<file path="config.mk">
export PLATFORM = sky130hd
export DESIGN_NAME = cp0_int_ctrl_flat
export DESIGN_NICKNAME = d
export VERILOG_FILES = /design/src/rtl/cp0_int_ctrl_pkg.sv /design/src/rtl/cp0_int_ctrl_if.sv /design/src/rtl/cp0_int_ctrl_sync.sv /design/src/rtl/cp0_int_ctrl.sv /design/src/flat_wrapper.sv
export SDC_FILE = /design/constraint.sdc
export NUM_CORES = 1
export LEC_CHECK = 0
export ABC_AREA = 1
export CORE_MARGIN = 2
export CORE_UTILIZATION = 36
export CTS_CLUSTER_DIAMETER = 200
export CTS_CLUSTER_SIZE = 20
export DETAILED_ROUTE_END_ITERATION = 8
export GPL_TIMING_DRIVEN = 0
export HOLD_SLACK_MARGIN = 0.02
export PLACE_DENSITY_LB_ADDON = 0.12
export SYNTH_ARGS = -nofsm -noshare
export SYNTH_HDL_FRONTEND = slang
export SYNTH_SLANG_ARGS = --single-unit
</file>
<file path="constraint.sdc">
create_clock -name clk -period 1.22 [get_ports clk]
set_input_delay 0.244 -clock clk [delete_from_list [all_inputs] [get_ports clk]]
set_output_delay 0.244 -clock clk [all_outputs]
set_load 0.01 [all_outputs]
</file>
<file path="src/rtl/cp0_int_ctrl_pkg.sv">
// CP0 register map, bit positions and shared types for the interrupt controller.
// Pure definitions: no logic, no latency.
// Imported by the controller, its sub-modules and the pipeline decode logic.
package cp0_int_ctrl_pkg;

    // CP0 register numbers (rd field of mfc0/mtc0)
    localparam logic [4:0] REG_SR    = 5'd12;
    localparam logic [4:0] REG_CAUSE = 5'd13;
    localparam logic [4:0] REG_EPC   = 5'd14;
    localparam logic [4:0] REG_PRID  = 5'd15;

    // SR fields
    localparam int IM_LO   = 10;
    localparam int IM_HI   = 15;
    localparam int EXL_BIT = 1;
    localparam int IE_BIT  = 0;

    // Cause fields
    localparam int IP_LO  = 10;
    localparam int IP_HI  = 15;
    localparam int EXC_LO = 2;
    localparam int EXC_HI = 6;

    // ExcCode for an external interrupt
    localparam logic [4:0] EXC_INT = 5'd0;

    // EXL viewed as a two-state machine
    typedef enum logic {
        USER    = 1'b0,
        HANDLER = 1'b1
    } exlState_t;

    // Assemble the architectural SR word; unimplemented bits read as 0
    function automatic logic [31:0] packSr(input logic [5:0] im, input logic exl,
                                           input logic ie);
        logic [31:0] w;
        w                = 32'h0;
        w[IM_HI:IM_LO]   = im;
        w[EXL_BIT]       = exl;
        w[IE_BIT]        = ie;
        return w;
    endfunction

    // Assemble the architectural Cause word
    function automatic logic [31:0] packCause(input logic [5:0] ip, input logic [4:0] exc);
        logic [31:0] w;
        w                = 32'h0;
        w[IP_HI:IP_LO]   = ip;
        w[EXC_HI:EXC_LO] = exc;
        return w;
    endfunction

endpackage

</file>
<file path="src/rtl/cp0_int_ctrl_if.sv">
// Pipeline-facing bus of the CP0 interrupt controller (mfc0/mtc0, eret, interrupt).
// No logic, no latency.
// No handshake: the pipeline stalls around mfc0-after-mtc0 hazards itself.
interface cp0_int_ctrl_if;
    logic [5:0]  hwint;
    logic [4:0]  a1;
    logic [4:0]  a2;
    logic [31:0] din;
    logic        we;
    logic        exl_clr;
    logic [31:0] pc;
    logic        intreq;
    logic [29:0] epc;
    logic [31:0] dout;

    // Pipeline side
    modport master (
        output hwint, a1, a2, din, we, exl_clr, pc,
        input  intreq, epc, dout
    );

    // Controller side
    modport slave (
        input  hwint, a1, a2, din, we, exl_clr, pc,
        output intreq, epc, dout
    );
endinterface

</file>
<file path="src/rtl/cp0_int_ctrl_sync.sv">
// Flop chain on the device interrupt lines; last stage is Cause.IP.
// Latency STAGES cycles from d to q; updates every cycle.
// No backpressure: level signals, sampled unconditionally.
module cp0_int_ctrl_sync #(
    parameter int STAGES = 1
) (
    input  logic       clk,
    input  logic       reset,
    input  logic [5:0] d,
    output logic [5:0] q
);

    logic [5:0] chain [STAGES];

    // Shift the raw lines through the chain; reset clears every stage
    always_ff @(posedge clk or posedge reset) begin
        if (reset) begin
            for (int i = 0; i < STAGES; i++) begin
                chain[i] <= 6'h0;
            end
        end else begin
            chain[0] <= d;
            for (int i = 1; i < STAGES; i++) begin
                chain[i] <= chain[i-1];
            end
        end
    end

    assign q = chain[STAGES-1];

endmodule

</file>
<file path="src/rtl/cp0_int_ctrl.sv">
// CP0 interrupt controller: SR/Cause/EPC/PRId, interrupt request and mfc0 read mux.
// intreq is combinational from registers; hwint reaches IP after SYNC_STAGES cycles.
// No backpressure: mtc0/eret/interrupt take effect on the next edge unconditionally.
module cp0_int_ctrl
    import cp0_int_ctrl_pkg::*;
#(
    parameter int          SYNC_STAGES = 1,
    parameter logic [31:0] PRID        = 32'h0000_4D50
) (
    input  logic         clk,
    input  logic         reset,
    cp0_int_ctrl_if.slave bus
);

    logic [5:0]  causeIp;
    logic [4:0]  excCode;
    logic [5:0]  srIm;
    logic        srIe;
    logic        srExl;
    logic [29:0] epcReg;
    logic        intReq;
    logic        srWr;
    logic        epcWr;
    exlState_t   state;
    exlState_t   stateNext;
    logic        unusedPcLow;

    // Word alignment bits of the victim PC are not architecturally stored
    assign unusedPcLow = ^bus.pc[1:0];

    assign srWr  = bus.we && (bus.a2 == REG_SR);
    assign epcWr = bus.we && (bus.a2 == REG_EPC);

    // Device lines are resynchronised before they become visible as IP
    cp0_int_ctrl_sync #(
        .STAGES (SYNC_STAGES)
    ) uSync (
        .clk   (clk),
        .reset (reset),
        .d     (bus.hwint),
        .q     (causeIp)
    );

    // Request only depends on registered state, never directly on hwint
    assign intReq = (|(causeIp & srIm)) & srIe & ~srExl;

    // EXL state register
    always_ff @(posedge clk or posedge reset) begin
        if (reset) begin
            state <= USER;
        end else begin
            state <= stateNext;
        end
    end

    // EXL next state: taking an interrupt wins, then eret, then software write
    always_comb begin
        stateNext = state;
        if (intReq) begin
            stateNext = HANDLER;
        end else if (bus.exl_clr) begin
            stateNext = USER;
        end else if (srWr) begin
            stateNext = bus.din[EXL_BIT] ? HANDLER : USER;
        end
    end

    // EXL bit as seen by SR and the request equation
    always_comb begin
        srExl = 1'b0;
        if (state == HANDLER) begin
            srExl = 1'b1;
        end
    end

    // IM/IE are software-owned and only change on mtc0 SR
    always_ff @(posedge clk or posedge reset) begin
        if (reset) begin
            srIm <= 6'h0;
            srIe <= 1'b0;
        end else if (srWr) begin
            srIm <= bus.din[IM_HI:IM_LO];
            srIe <= bus.din[IE_BIT];
        end
    end

    // EPC captures the victim PC on interrupt, otherwise takes mtc0 EPC
    always_ff @(posedge clk or posedge reset) begin
        if (reset) begin
            epcReg <= 30'h0;
        end else if (intReq) begin
            epcReg <= bus.pc[31:2];
        end else if (epcWr) begin
            epcReg <= bus.din[31:2];
        end
    end

    // ExcCode records the cause of the last exception; only interrupts exist here
    always_ff @(posedge clk or posedge reset) begin
        if (reset) begin
            excCode <= 5'd0;
        end else if (intReq) begin
            excCode <= EXC_INT;
        end
    end

    // mfc0 read mux returns pre-edge values; same-cycle mtc0 is not forwarded
    always_comb begin
        bus.dout = 32'h0;
        case (bus.a1)
            REG_SR:    bus.dout = packSr(srIm, srExl, srIe);
            REG_CAUSE: bus.dout = packCause(causeIp, excCode);
            REG_EPC:   bus.dout = {epcReg, 2'b00};
            REG_PRID:  bus.dout = PRID;
            default:   bus.dout = 32'h0;
        endcase
    end

    assign bus.intreq = intReq;
    assign bus.epc    = epcReg;

endmodule
</file>
<file path="src/flat_wrapper.sv">
// flat-port wrapper written by rule: the top's interface ports become plain ports
module cp0_int_ctrl_flat import cp0_int_ctrl_pkg::*;
#(
    parameter int          SYNC_STAGES = 1,
    parameter logic [31:0] PRID        = 32'h0000_4D50
)
  (clk, reset, bus_hwint, bus_a1, bus_a2, bus_din, bus_we, bus_exl_clr, bus_pc, bus_intreq, bus_epc, bus_dout);
  cp0_int_ctrl_if bus_i ();
  input  logic clk;
  input  logic reset;
  input wire logic [$bits(bus_i.hwint)-1:0] bus_hwint;
  input wire logic [$bits(bus_i.a1)-1:0] bus_a1;
  input wire logic [$bits(bus_i.a2)-1:0] bus_a2;
  input wire logic [$bits(bus_i.din)-1:0] bus_din;
  input wire logic [$bits(bus_i.we)-1:0] bus_we;
  input wire logic [$bits(bus_i.exl_clr)-1:0] bus_exl_clr;
  input wire logic [$bits(bus_i.pc)-1:0] bus_pc;
  output wire logic [$bits(bus_i.intreq)-1:0] bus_intreq;
  output wire logic [$bits(bus_i.epc)-1:0] bus_epc;
  output wire logic [$bits(bus_i.dout)-1:0] bus_dout;
  assign bus_i.hwint = bus_hwint;
  assign bus_i.a1 = bus_a1;
  assign bus_i.a2 = bus_a2;
  assign bus_i.din = bus_din;
  assign bus_i.we = bus_we;
  assign bus_i.exl_clr = bus_exl_clr;
  assign bus_i.pc = bus_pc;
  assign bus_intreq = bus_i.intreq;
  assign bus_epc = bus_i.epc;
  assign bus_dout = bus_i.dout;
  cp0_int_ctrl #(.SYNC_STAGES(SYNC_STAGES), .PRID(PRID)) u_core (.clk(clk), .reset(reset), .bus(bus_i));
endmodule
</file>
==> After elaboration in Yosys (flattened, before gate mapping) <==
Index checks and enable logic that the tools add are counted.
{ "totals": {"ff_bits": 44, "in_bits": 84, "output_inout_bits": 63, "wordCells": 28} }
{ "op_classes": {"mux": 8, "reduce_logical": 5, "eq_ne": 6, "bitwise": 4} }
{ "op_table": {"columns": ["op", "n"], "rows": [
  ["one-hot mux 32 bit (4 select lines)", 1],
  ["two-way mux 30 bit", 2],
  ["equality test 5 x 4 -> 1 bit (second input constant)", 6],
  ["AND 6 bit", 1],
  ["OR reduction 6 bit", 1],
  ["two-way mux 1 bit", 5],
  ["nonzero test 3 bit", 1],
  ["AND 1 bit", 2],
  ["logical AND 1 bit", 2],
  ["nonzero test 2 bit", 1],
  ["inverter 1 bit", 1]
]} }

==> Depth between registers and ports, before layout <==
Gate-level depths: netlist (run 1).
{ "depth": {"word_depth": 5, "ltp_mapped": 9, "depth_no_buf": 8} }

==> By module <==
A second synthesis (run 1) with hierarchy kept.
{ "unflattened": {"hier_cells": 414, "area_unflattened_um2": 2822.7} }
{ "by_module_without_submodules": {"columns": ["module", "area_per_inst_um2", "n_inst", "cells_each", "seq_area_each_um2"], "rows": [
  ["cp0_int_ctrl", 2668.8, 1, 407, 950.9],
  ["cp0_int_ctrl_sync", 153.9, 1, 7, 150.1]
]} }

==> Least setup slack after synthesis (run 1) <==
OpenSTA, ideal clock, no wires.
{ "synth_timing": {"kind": "register to output", "start": "reg u_core.srIm[5]", "end": "out bus_intreq", "slack_ps": -91, "path_buffers": 1, "stages_incl_launch_ff": 8, "t_required_ps": 976, "arrival_time_ps": 1067, "path_cell_list": "dfrtp_1 -> nand2_1 -> nand2_1 -> nor2_1 -> nand2_1 -> nand2_1 -> buf_2 -> inv_1"} }
{ "synth_via": {"elab_chain_len": 4} }
{ "synth_lines": {"columns": ["item", "line", "rtl"], "rows": [
  ["from (decl)", "cp0_int_ctrl.sv:17", "logic [5:0] srIm;"],
  ["from (signal assigned)", "cp0_int_ctrl.sv:82", "srIm <= bus.din[IM_HI:IM_LO];"],
  ["AND 6 bit", "cp0_int_ctrl.sv:45", "assign intReq = (|(causeIp & srIm)) & srIe & ~srExl;"],
  ["OR reduction 6 bit", "cp0_int_ctrl.sv:45", null],
  ["AND 1 bit (2 in a row)", "cp0_int_ctrl.sv:45", null],
  ["to (decl)", "flat_wrapper.sv:18", "output wire logic [$bits(bus_i.intreq)-1:0] bus_intreq;"]
]} }
Every way passes these cells.

==> Final worst setup path (run 1) <==
{ "layout_timing": {"start": "in bus_a1[0]", "end": "out bus_dout[23]"} }
{ "layout_via": {"elab_chain_len": 2, "word_cells_on_any_way": 5, "classes_between": "eq/ne (4); mux (1)"} }
{ "layout_lines": {"columns": ["item", "line", "rtl"], "rows": [
  ["from (decl)", "flat_wrapper.sv:12", "input wire logic [$bits(bus_i.a1)-1:0] bus_a1;"],
  ["equality test 5 x 4 -> 1 bit", "cp0_int_ctrl.sv:110", "case (bus.a1)"],
  ["one-hot mux 32 bit (4 select lines) *", "cp0_int_ctrl.sv:110", null],
  ["to (decl)", "flat_wrapper.sv:20", "output wire logic [$bits(bus_i.dout)-1:0] bus_dout;"]
]} }
Mark *: on every way between the ends. The rest lies on a longest branch, timed or not.

==> impl_metrics.py, run 1 <==
metrics = {
    "run_status": {
        "status": "complete, but fails checks",
        "violations": "negative setup slack",
    },
    "grt": {
        "grtUsageTotal_pct": 24.3,
        "grt_pass1_wl_microns": 16200,
        "antenna_found_initial": 0,
        "grt_overflow": 0,
        "grt_pass1_vias": 3255,
        "grt_max_degree": 45,
    },
    "timing": {
        "setup_viol": 64,
        "fmax_mhz": 618,
        "skew_ns": 0.00863,
        "slew_viol_final": 0,
        "period_share_pct": 133,
        "relSlewSlack_pct": 35.5,
        "finalHoldViolations": 0,
        "period_minus_slack_ns": 1.62,
        "worstMarginPinSlew_ns": 0.966,
        "rsz0062_at_grt": "true",
        "finalWorstSetupSlack_ns": -0.399,
    },
    "route": {
        "routed_wl_microns": 10500,
        "drc": 0,
        "viasPerCell": 4.76,
        "wl_per_cell_microns": 14.7,
        "firstDrtPassIters": 5,
        "vias": 3397,
        "drtIter0Drc": 188,
        "ant_nets": 0,
    },
    "synth": {
        "synth_compound_area_share_pct": 0.994,
        "syn_inst": 413,
        "yosysSeqAreaShare_pct": 39.8,
        "synthMuxAreaShare_pct": 0,
        "synth-simple-area-share_pct": 46.3,
        "synthXorXnorAreaFrac_pct": 0,
        "yosys_register_bits": 44,
        "avgSynthCellArea_sq_um": 6.70,
        "yosys.area.top_type": "dfrtp_1",
        "yosys_warnings": 0,
        "synth.area.top_cells": "dfrtp_1 (40%), nand2_1 (19%), nand3_1 (19%), inv_1 (8.1%), nor2_2 (4.1%)",
        "synth_top_family_by_area": "simple AND/OR/NAND/NOR gates",
        "ys_types": 18,
        "synthAdderAreaFrac_pct": 0,
        "syn_area_sq_mm": 0.00277,
        "synth_top_area_share_pct": 39.8,
        "syn-num-nets": 497,
    },
    "clock_network": {
        "numCtsBuffers": 5,
        "cts_tree": "done",
        "cts.clk_slew.worst_paths_ns": 0.09,
        "clockBufferDepth": 2,
        "htree_levels": 2,
        "cts_root_buf": "clkbuf_8",
        "clock_sinks": 44,
        "clk_latency_ns": 0.31,
    },
    "placement": {
        "post-place-ws_ns": -1.42,
        "gp_congestion": 0.782,
        "dpl.hpwl_microns": 6810,
        "dpl_cell_area_sq_mm": 0.00441,
        "portBuffers": 144,
    },
    "floorplan": {
        "start_util_pct": 37.6,
        "num_rows": 31,
        "ios": 147,
        "die-area_sq_mm": 0.00841,
        "core_area_sq_mm": 0.00737,
        "die_x_microns": 91.7,
        "dieHeight_microns": 91.7,
    },
    "cells_and_area": {
        "diodes": 0,
        "area_delta_synth_final_pct": 87.4,
        "mostFrequentLayoutCells": "nand2_1 (130), nand3_1 (96), clkdlybuf4s50_1 (76)",
        "stdcell_area_sq_mm": 0.00519,
        "nets": 697,
        "final_common_cell": "nand2_1",
        "drive_gt1_share_pct": 30.8,
    },
    "setup_path": {
        "required_ns": 0.98,
        "crit_type": "input port to primary output",
        "cp.arrival_ns": 1.38,
        "critical_path.startpoint_type": "input port",
        "end_kind": "primary output",
        "crit_fanout": 5,
    },
    "pwr": {
        "power.density_mw_per_mm2": 1600,
        "power_mw": 8.32,
        "leakage_nw": 2.78,
        "ir_worst_vdd_mv": 0.767,
    },
    "job": {
        "max_cap_viol_count": 0,
    },
    "min_path": {
        "hold_path_class": "input port to flop",
    },
}
[critical path, cell delays in order]
cell	delay, ns
buf_12	0.11
nor4_4	0.29
buf_4	0.20
inv_8	0.05
buf_6	0.13
buf_16	0.14
nor2_4	0.10
buf_6	0.10
[metal layers]
layer / vias to the layer above / track usage, % / wire [microns]
met2: 138 / 40.8 / 5060
met3: 13 / 5.42 / 827
li1: 1680 / - / -
met1: 1566 / 31.4 / 4420
met5: - / 0 / 0
met4: 0 / 6.72 / 158
[path summary, 6_finish.rpt]
check,end,cells after the start,slack [ns],start
setup / recovery,bus_dout[23],8,-0.40,bus_a1[0]
hold / removal,u_core.uSync.q[3],1,0.36,bus_hwint[3]
setup reg to reg,u_core.bus.epc[11],11,-0.27,u_core.uSync.q[5]
hold reg to reg,u_core.bus.epc[25],2,0.55,u_core.bus.epc[25]
max in group asynchronous,u_core.bus.epc[7],2,0.21,reset
min in group asynchronous,u_core.bus.epc[14],2,0.48,reset
[registers in the layout, indices dropped and copies added, names as in the netlist]
| signal | count |
|---|---|
| u_core.srIe | 1 |
| u_core.state | 1 |
| u_core.srIm | 6 |
| u_core.bus.epc | 30 |
| u_core.uSync.q | 6 |
[layout make-up]
class,instances,area (sq um)
fill,620,2180
timing repair buffer,193,1880
multi-input combinational,282,1510
sequential,44,1100
inverter,63,254
buffer,24,206
tap,99,124
clock buffer,5,68.8
clock inverter,3,46.3
[Yosys cell counts]
cell type,count
clkinv_1,1
buf_2,7
nor2_1,8
nor3_2,1
buf_6,2
buf_4,2
dfrtp_1,44
nor2_4,2
o211ai_1,3
nor4_4,2
a21oi_1,1
clkbuf_1,13
nand2_1,141
nand3b_1,2
inv_1,60
nor2_2,18
inv_2,2
nand3_1,104
[where the power goes]
group	switching (mW)	internal [mW]
Combinational	2.37	2.22
Clock	0.558	0.617
Sequential	0.491	2.06
[repair_timing]
item,4_1_cts,5_1_grt
pin swaps,17,10
endpoints found under the setup margin,101,95
cloned,2,3
hold buffers,0,0
buffers inserted,30,16
gates resized for setup,304,65
[kinds of logic (layout without fill, tap and decap cells)]
group / after synthesis / count (layout)
flops: 44 / 44
buf+inv: 87 / 288
simple gates: 278 / 278
compound gates: 4 / 4
[through the flow]
| step | std cells | TNS (ns) | utilization [%] | hold WS (ns) |
|---|---|---|---|---|
| 6_report | 713 | -16.02 | 70.4 | 0.364 |
| 3_3_place_gp | 656 | -71.54 | 59.9 | 0.487 |
| 5_1_grt | 713 | -20.77 | 70.4 | 0.356 |
| 2_1_floorplan | 413 | -1.56 | - | 0.248 |
| 3_5_place_dp | 656 | -70.23 | 59.9 | 0.493 |
| 4_1_cts | 696 | -13.97 | 67.5 | 0.361 |
Note: power is estimated with default switching activity, not from simulation.
==> run 2, diff against run 1 <==
--- a/config.mk
+++ b/config.mk
@@ -7,13 +7,15 @@
 export LEC_CHECK = 0
 export ABC_AREA = 1
 export CORE_MARGIN = 2
-export CORE_UTILIZATION = 36
+export CORE_UTILIZATION = 37
+export CTS_BUF_LIST = sky130_fd_sc_hd__clkbuf_8
 export CTS_CLUSTER_DIAMETER = 200
 export CTS_CLUSTER_SIZE = 20
 export DETAILED_ROUTE_END_ITERATION = 8
 export GPL_TIMING_DRIVEN = 0
 export HOLD_SLACK_MARGIN = 0.02
 export PLACE_DENSITY_LB_ADDON = 0.12
+export SETUP_SLACK_MARGIN = 0.4
 export SYNTH_ARGS = -nofsm -noshare
 export SYNTH_HDL_FRONTEND = slang
 export SYNTH_SLANG_ARGS = --single-unit
==> run 2 against run 1 <==
- the run still ends with negative setup slack left
- sequential share of layout area fell by 0.49 points
- power rose by 0.95%
- sequential cell count did not move
- critical path depth fell by 1
- utilization rose by 2.8 points
- worst setup slack improved by 0.023 ns
- critical path type unchanged
- largest power group unchanged
==> impl_metrics.py, run 2 (synthesis gave the netlist of run 1 again) <==
metrics = {
    "floorplan": {
        "num_rows": 31,
        "start_util_pct": 38.2,
        "die-area_sq_mm": 0.00819,
        "core_area_sq_mm": 0.00725,
        "dieHeight_microns": 90.5,
        "ios": 147,
        "die_x_microns": 90.5,
    },
    "grt": {
        "antenna_found_initial": 0,
        "grt_overflow": 0,
        "grtUsageTotal_pct": 25.9,
        "grt_pass1_vias": 3445,
        "grt_pass1_wl_microns": 17000,
        "grt_max_degree": 23,
    },
    "setup_path": {
        "timing.rr.end": "u_core.bus.epc[24]",
        "critPathSlowestCell": "nor4_4",
        "required_ns": 0.98,
        "r2r_slack_ns": -0.19,
        "critPathMaxStageDelay_ns": 0.37,
        "crit_fanout": 5,
        "crit_type": "input port to primary output",
        "end_kind": "primary output",
        "critPathBufInv": 5,
        "path_delay_family": "buffers and inverters",
        "r2r-start": "u_core.srIm[3]",
        "rr_worst_depth": 10,
        "cp.arrival_ns": 1.35,
        "cp_cell_sequence": "buf_12 -> nor4_4 -> inv_2 -> buf_6 -> buf_16 -> nor2_4 -> buf_6",
        "critical_path.startpoint_type": "input port",
        "cp_common_cell": "buf_6",
    },
    "cells_and_area": {
        "diodes": 0,
        "nets": 702,
        "drive_gt1_share_pct": 36.9,
        "final_common_cell": "nand2_1",
        "mostFrequentLayoutCells": "nand2_1 (118), nand3_1 (93), clkdlybuf4s50_1 (69)",
        "largest_reg_flops": 30,
        "area_delta_synth_final_pct": 91.9,
    },
    "route": {
        "vias": 3481,
        "drtIter0Drc": 140,
        "firstDrtPassIters": 5,
        "wl_per_cell_microns": 14.8,
        "drc": 0,
        "viasPerCell": 4.85,
        "ant_nets": 0,
        "routed_wl_microns": 10600,
    },
    "pwr": {
        "ir_worst_vdd_mv": 0.833,
        "power.density_mw_per_mm2": 1580,
        "power_mw": 8.40,
        "leakage_nw": 2.80,
    },
    "timing": {
        "period_share_pct": 131,
        "finalHoldViolations": 0,
        "tns_ns": -14.61,
        "finalWorstSetupSlack_ns": -0.376,
        "slew_viol_final": 0,
        "rsz0062_at_grt": "true",
        "relSlewSlack_pct": 64.7,
        "skew_ns": 0.0110,
        "setup_viol": 64,
        "fmax_mhz": 627,
        "period_minus_slack_ns": 1.60,
        "worstMarginPinSlew_ns": 0.530,
    },
    "placement": {
        "dpl.hpwl_microns": 6990,
        "portBuffers": 144,
        "gp_congestion": 0.763,
    },
    "job": {
        "max_cap_viol_count": 0,
    },
    "clock_network": {
        "clockBufferDepth": 2,
        "htree_levels": 2,
        "cts.clk_slew.worst_paths_ns": 0.09,
        "clk_latency_ns": 0.30,
        "cts_root_buf": "clkbuf_8",
        "numCtsBuffers": 5,
        "cts_tree": "done",
        "cts_hold_buf": 0,
        "clock_sinks": 44,
    },
    "run_status": {
        "violations": "negative setup slack",
        "status": "complete, but fails checks",
    },
    "min_path": {
        "hold_path_class": "input port to asynchronous set/reset pin",
    },
}
## run 2: area by class of cell
cell class / instances / area [sq um]
inverter: 63 / 265
buffer: 24 / 243
fill: 575 / 1940
clock buffer: 7 / 96.3
sequential: 44 / 1100
multi-input combinational: 283 / 1600
tap: 99 / 124
timing repair inverter: 1 / 7.51
timing repair buffer: 196 / 1880
## run 2: how the worst max path moves through the flow
stage | depth (start not counted) | to | slack [ns] | start
floorplan | 4 | bus_dout[31] | -0.05 | bus_a1[4]
global placement | 6 | bus_dout[18] | -1.41 | bus_a1[0]
detailed placement | 6 | bus_dout[9] | -1.46 | bus_a1[0]
CTS | 8 | bus_intreq | -0.38 | u_core.srIm[4]
global route | 8 | bus_intreq | -0.43 | u_core.uSync.q[3]
finish | 7 | bus_dout[21] | -0.38 | bus_a1[4]
## run 2: repair_timing
item,CTS,global route
gates cloned,3,3
resized for setup,384,45
endpoints found under the setup margin,145,101
buffers inserted,39,9
pin swaps,16,10
## run 2: report_power, final
| group | internal, mW | switching [mW] | total (mW) |
|---|---|---|---|
| Clock | 0.505 | 0.498 | 1.00 |
| Sequential | 2.06 | 0.494 | 2.55 |
| Combinational | 2.38 | 2.46 | 4.84 |
## run 2: layer usage
layer  global-route usage [%]  vias to the layer above  part of all wire (%)
li1                         -                     1699                     -
met5                        0                        -                     0
met3                     4.59                       17                   8.1
met2                     44.7                      158                    49
met1                     33.4                     1607                    41
met4                     7.18                        0                   1.6
## run 2: stage by stage
step                      worst slack (ns)  util (%)  area (sq um)  cells  hold slack [ns]
final                               -0.376      73.2          5310    717            0.210
after global routing                -0.433      73.2          5310    717            0.256
after CTS                           -0.376      69.2          5020    705            0.225
after detailed placement             -1.46      62.9          4560    656            0.489
after global placement               -1.41      62.9          4560    656            0.487
after floorplan                    -0.0548         -          2990    413            0.248
==> run 3, diff against run 2 <==
--- a/config.mk
+++ b/config.mk
@@ -6,11 +6,10 @@
 export NUM_CORES = 1
 export LEC_CHECK = 0
 export ABC_AREA = 1
-export CORE_MARGIN = 2
 export CORE_UTILIZATION = 37
 export CTS_BUF_LIST = sky130_fd_sc_hd__clkbuf_8
 export CTS_CLUSTER_DIAMETER = 200
-export CTS_CLUSTER_SIZE = 20
+export CTS_CLUSTER_SIZE = 25
 export DETAILED_ROUTE_END_ITERATION = 8
 export GPL_TIMING_DRIVEN = 0
 export HOLD_SLACK_MARGIN = 0.02
==> run 3 against run 2 <==
- the run still ends with negative setup slack left
- utilization is 7.1 points higher
- via count increased by 9.1%
- non-clock buffer count rose by 22
- die area is 4.4% lower
- wire length is 19% higher
- count of clock-buffer cells in the layout is 1 lower
- sequential cell count did not move
- power up 15%
- maximum frequency is 9.8% lower
- critical path type unchanged
- critical endpoint is now bus_dout[18]
- largest cell class unchanged
==> impl_metrics.py, run 3 (synthesis gave the netlist of run 1 again) <==
metrics = {
    "run_status": {
        "violations": "negative setup slack",
        "status": "complete, but fails checks",
    },
    "route": {
        "ant_nets": 0,
        "routed_wl_microns": 12600,
        "vias": 3797,
        "viasPerCell": 5.12,
        "wl_per_cell_microns": 17.0,
        "drtIter0Drc": 215,
        "drc": 0,
        "firstDrtPassIters": 5,
    },
    "timing": {
        "rsz0062_at_grt": "true",
        "skew_ns": 0.00976,
        "finalWorstSetupSlack_ns": -0.550,
        "setup_viol": 63,
        "slew_viol_final": 0,
        "period_minus_slack_ns": 1.77,
        "period_share_pct": 145,
        "relSlewSlack_pct": 55.0,
        "worstMarginPinSlew_ns": 0.676,
        "fmax_mhz": 565,
        "finalHoldViolations": 0,
    },
    "floorplan": {
        "start_util_pct": 38.2,
        "die-area_sq_mm": 0.00783,
        "core_area_sq_mm": 0.00725,
        "die_x_microns": 88.5,
        "num_rows": 31,
        "dieHeight_microns": 88.5,
        "ios": 147,
    },
    "setup_path": {
        "rr_worst_depth": 9,
        "required_ns": 0.98,
        "crit_type": "input port to primary output",
        "cp.arrival_ns": 1.53,
        "timing.rr.end": "u_core.bus.epc[19]",
        "r2r_slack_ns": -0.32,
        "critical_path.startpoint_type": "input port",
        "crit_fanout": 5,
        "end_kind": "primary output",
        "endpoint": "bus_dout[18]",
        "crit_start": "bus_a1[2]",
        "r2r-start": "u_core.srIm[0]",
    },
    "clock_network": {
        "htree_levels": 2,
        "clk_latency_ns": 0.30,
        "numCtsBuffers": 5,
        "cts_tree": "done",
        "cts.clk_slew.worst_paths_ns": 0.09,
        "clockBufferDepth": 2,
        "cts_hold_buf": 0,
        "cts_root_buf": "clkbuf_8",
        "clock_sinks": 44,
    },
    "cells_and_area": {
        "nets": 726,
        "final_common_cell": "nand2_1",
        "largest_reg_flops": 30,
        "seqCellArea_sq_mm": 0.00110,
        "diodes": 0,
        "drive_gt1_share_pct": 45.1,
        "area_delta_synth_final_pct": 110,
        "fin_cells": 742,
        "mostFrequentLayoutCells": "nand2_1 (91), nand3_1 (81), buf_6 (72)",
        "fillCellCount": 459,
        "multi_input_area_sq_mm": 0.00176,
    },
    "placement": {
        "dp_cells": 656,
        "gp_congestion": 0.771,
        "portBuffers": 144,
        "dpl.hpwl_microns": 6970,
    },
    "min_path": {
        "hold_path_class": "input port to asynchronous set/reset pin",
    },
    "grt": {
        "antenna_found_initial": 0,
        "grt_pass1_vias": 3617,
        "grt_max_degree": 23,
        "grt_pass1_wl_microns": 17500,
        "grtUsageTotal_pct": 29.8,
        "grt_overflow": 0,
    },
    "pwr": {
        "leakage_nw": 3.04,
        "ir_worst_vdd_mv": 0.831,
        "power.density_mw_per_mm2": 1650,
        "power_mw": 9.64,
    },
    "job": {
        "max_cap_viol_count": 0,
    },
}
run 3: critical path, stage by stage:
cell and delay (ns):
buf_8 0.08, nand2_4 0.06, buf_6 0.12, nor4_4 0.29
bufinv_8 0.29, buf_12 0.15, buf_12 0.12, nor2_4 0.07
buf_6 0.10
run 3: area by class of cell:
cell class	count	share of cell area (%)
timing repair buffer	218	37.5
multi-input combinational	283	30.2
sequential	44	18.9
inverter	63	4.79
buffer	24	4.55
tap	99	2.13
clock buffer	6	1.42
timing repair inverter	3	0.386
clock inverter	2	0.129
run 3: worst min path at each step:
stage	startpoint	endpoint	cells after the start
after floorplan	reset	u_core.bus.epc[0]	1
after global placement	u_core.srIm[1]	u_core.srIm[1]	2
after detailed placement	u_core.srIm[5]	u_core.srIm[5]	2
after CTS	bus_hwint[0]	u_core.uSync.q[0]	1
after global routing	reset	u_core.srIm[0]	2
final	reset	u_core.srIe	2
run 3: report_power, final:
group	switching (mW)	internal [mW]
Clock	0.529	0.447
Combinational	2.93	3.16
Sequential	0.525	2.06
Total	3.98	5.66
run 3: stage by stage:
step	setup TNS, ns	hold slack [ns]	cell area [sq um]	setup slack (ns)	util (%)
after floorplan	-0.650	0.248	2990	-0.0548	-
after global placement	-70.83	0.485	4560	-1.39	62.9
after detailed placement	-72.65	0.490	4560	-1.42	62.9
after CTS	-15.50	0.372	5490	-0.416	75.7
after global routing	-25.14	0.146	5830	-0.604	80.4
final	-20.94	0.122	5830	-0.550	80.4
run 3: metal layers:
layer  routed length [microns]  GRT usage, %  vias to the layer above
met1                      4810          36.3                     1820
met5                         0             0                        -
met2                      6400          53.6                      207
li1                          -             -                     1743
met3                      1140          5.22                       27
met4                       263          8.65                        0
run 3: timing repair:
item                                    CTS  global route
setup buffers                            49            16
gates cloned                             11             2
endpoints found under the setup margin  145           145
hold endpoints to repair                  0             0
pin swaps                                30            21
resized for setup                       446            54
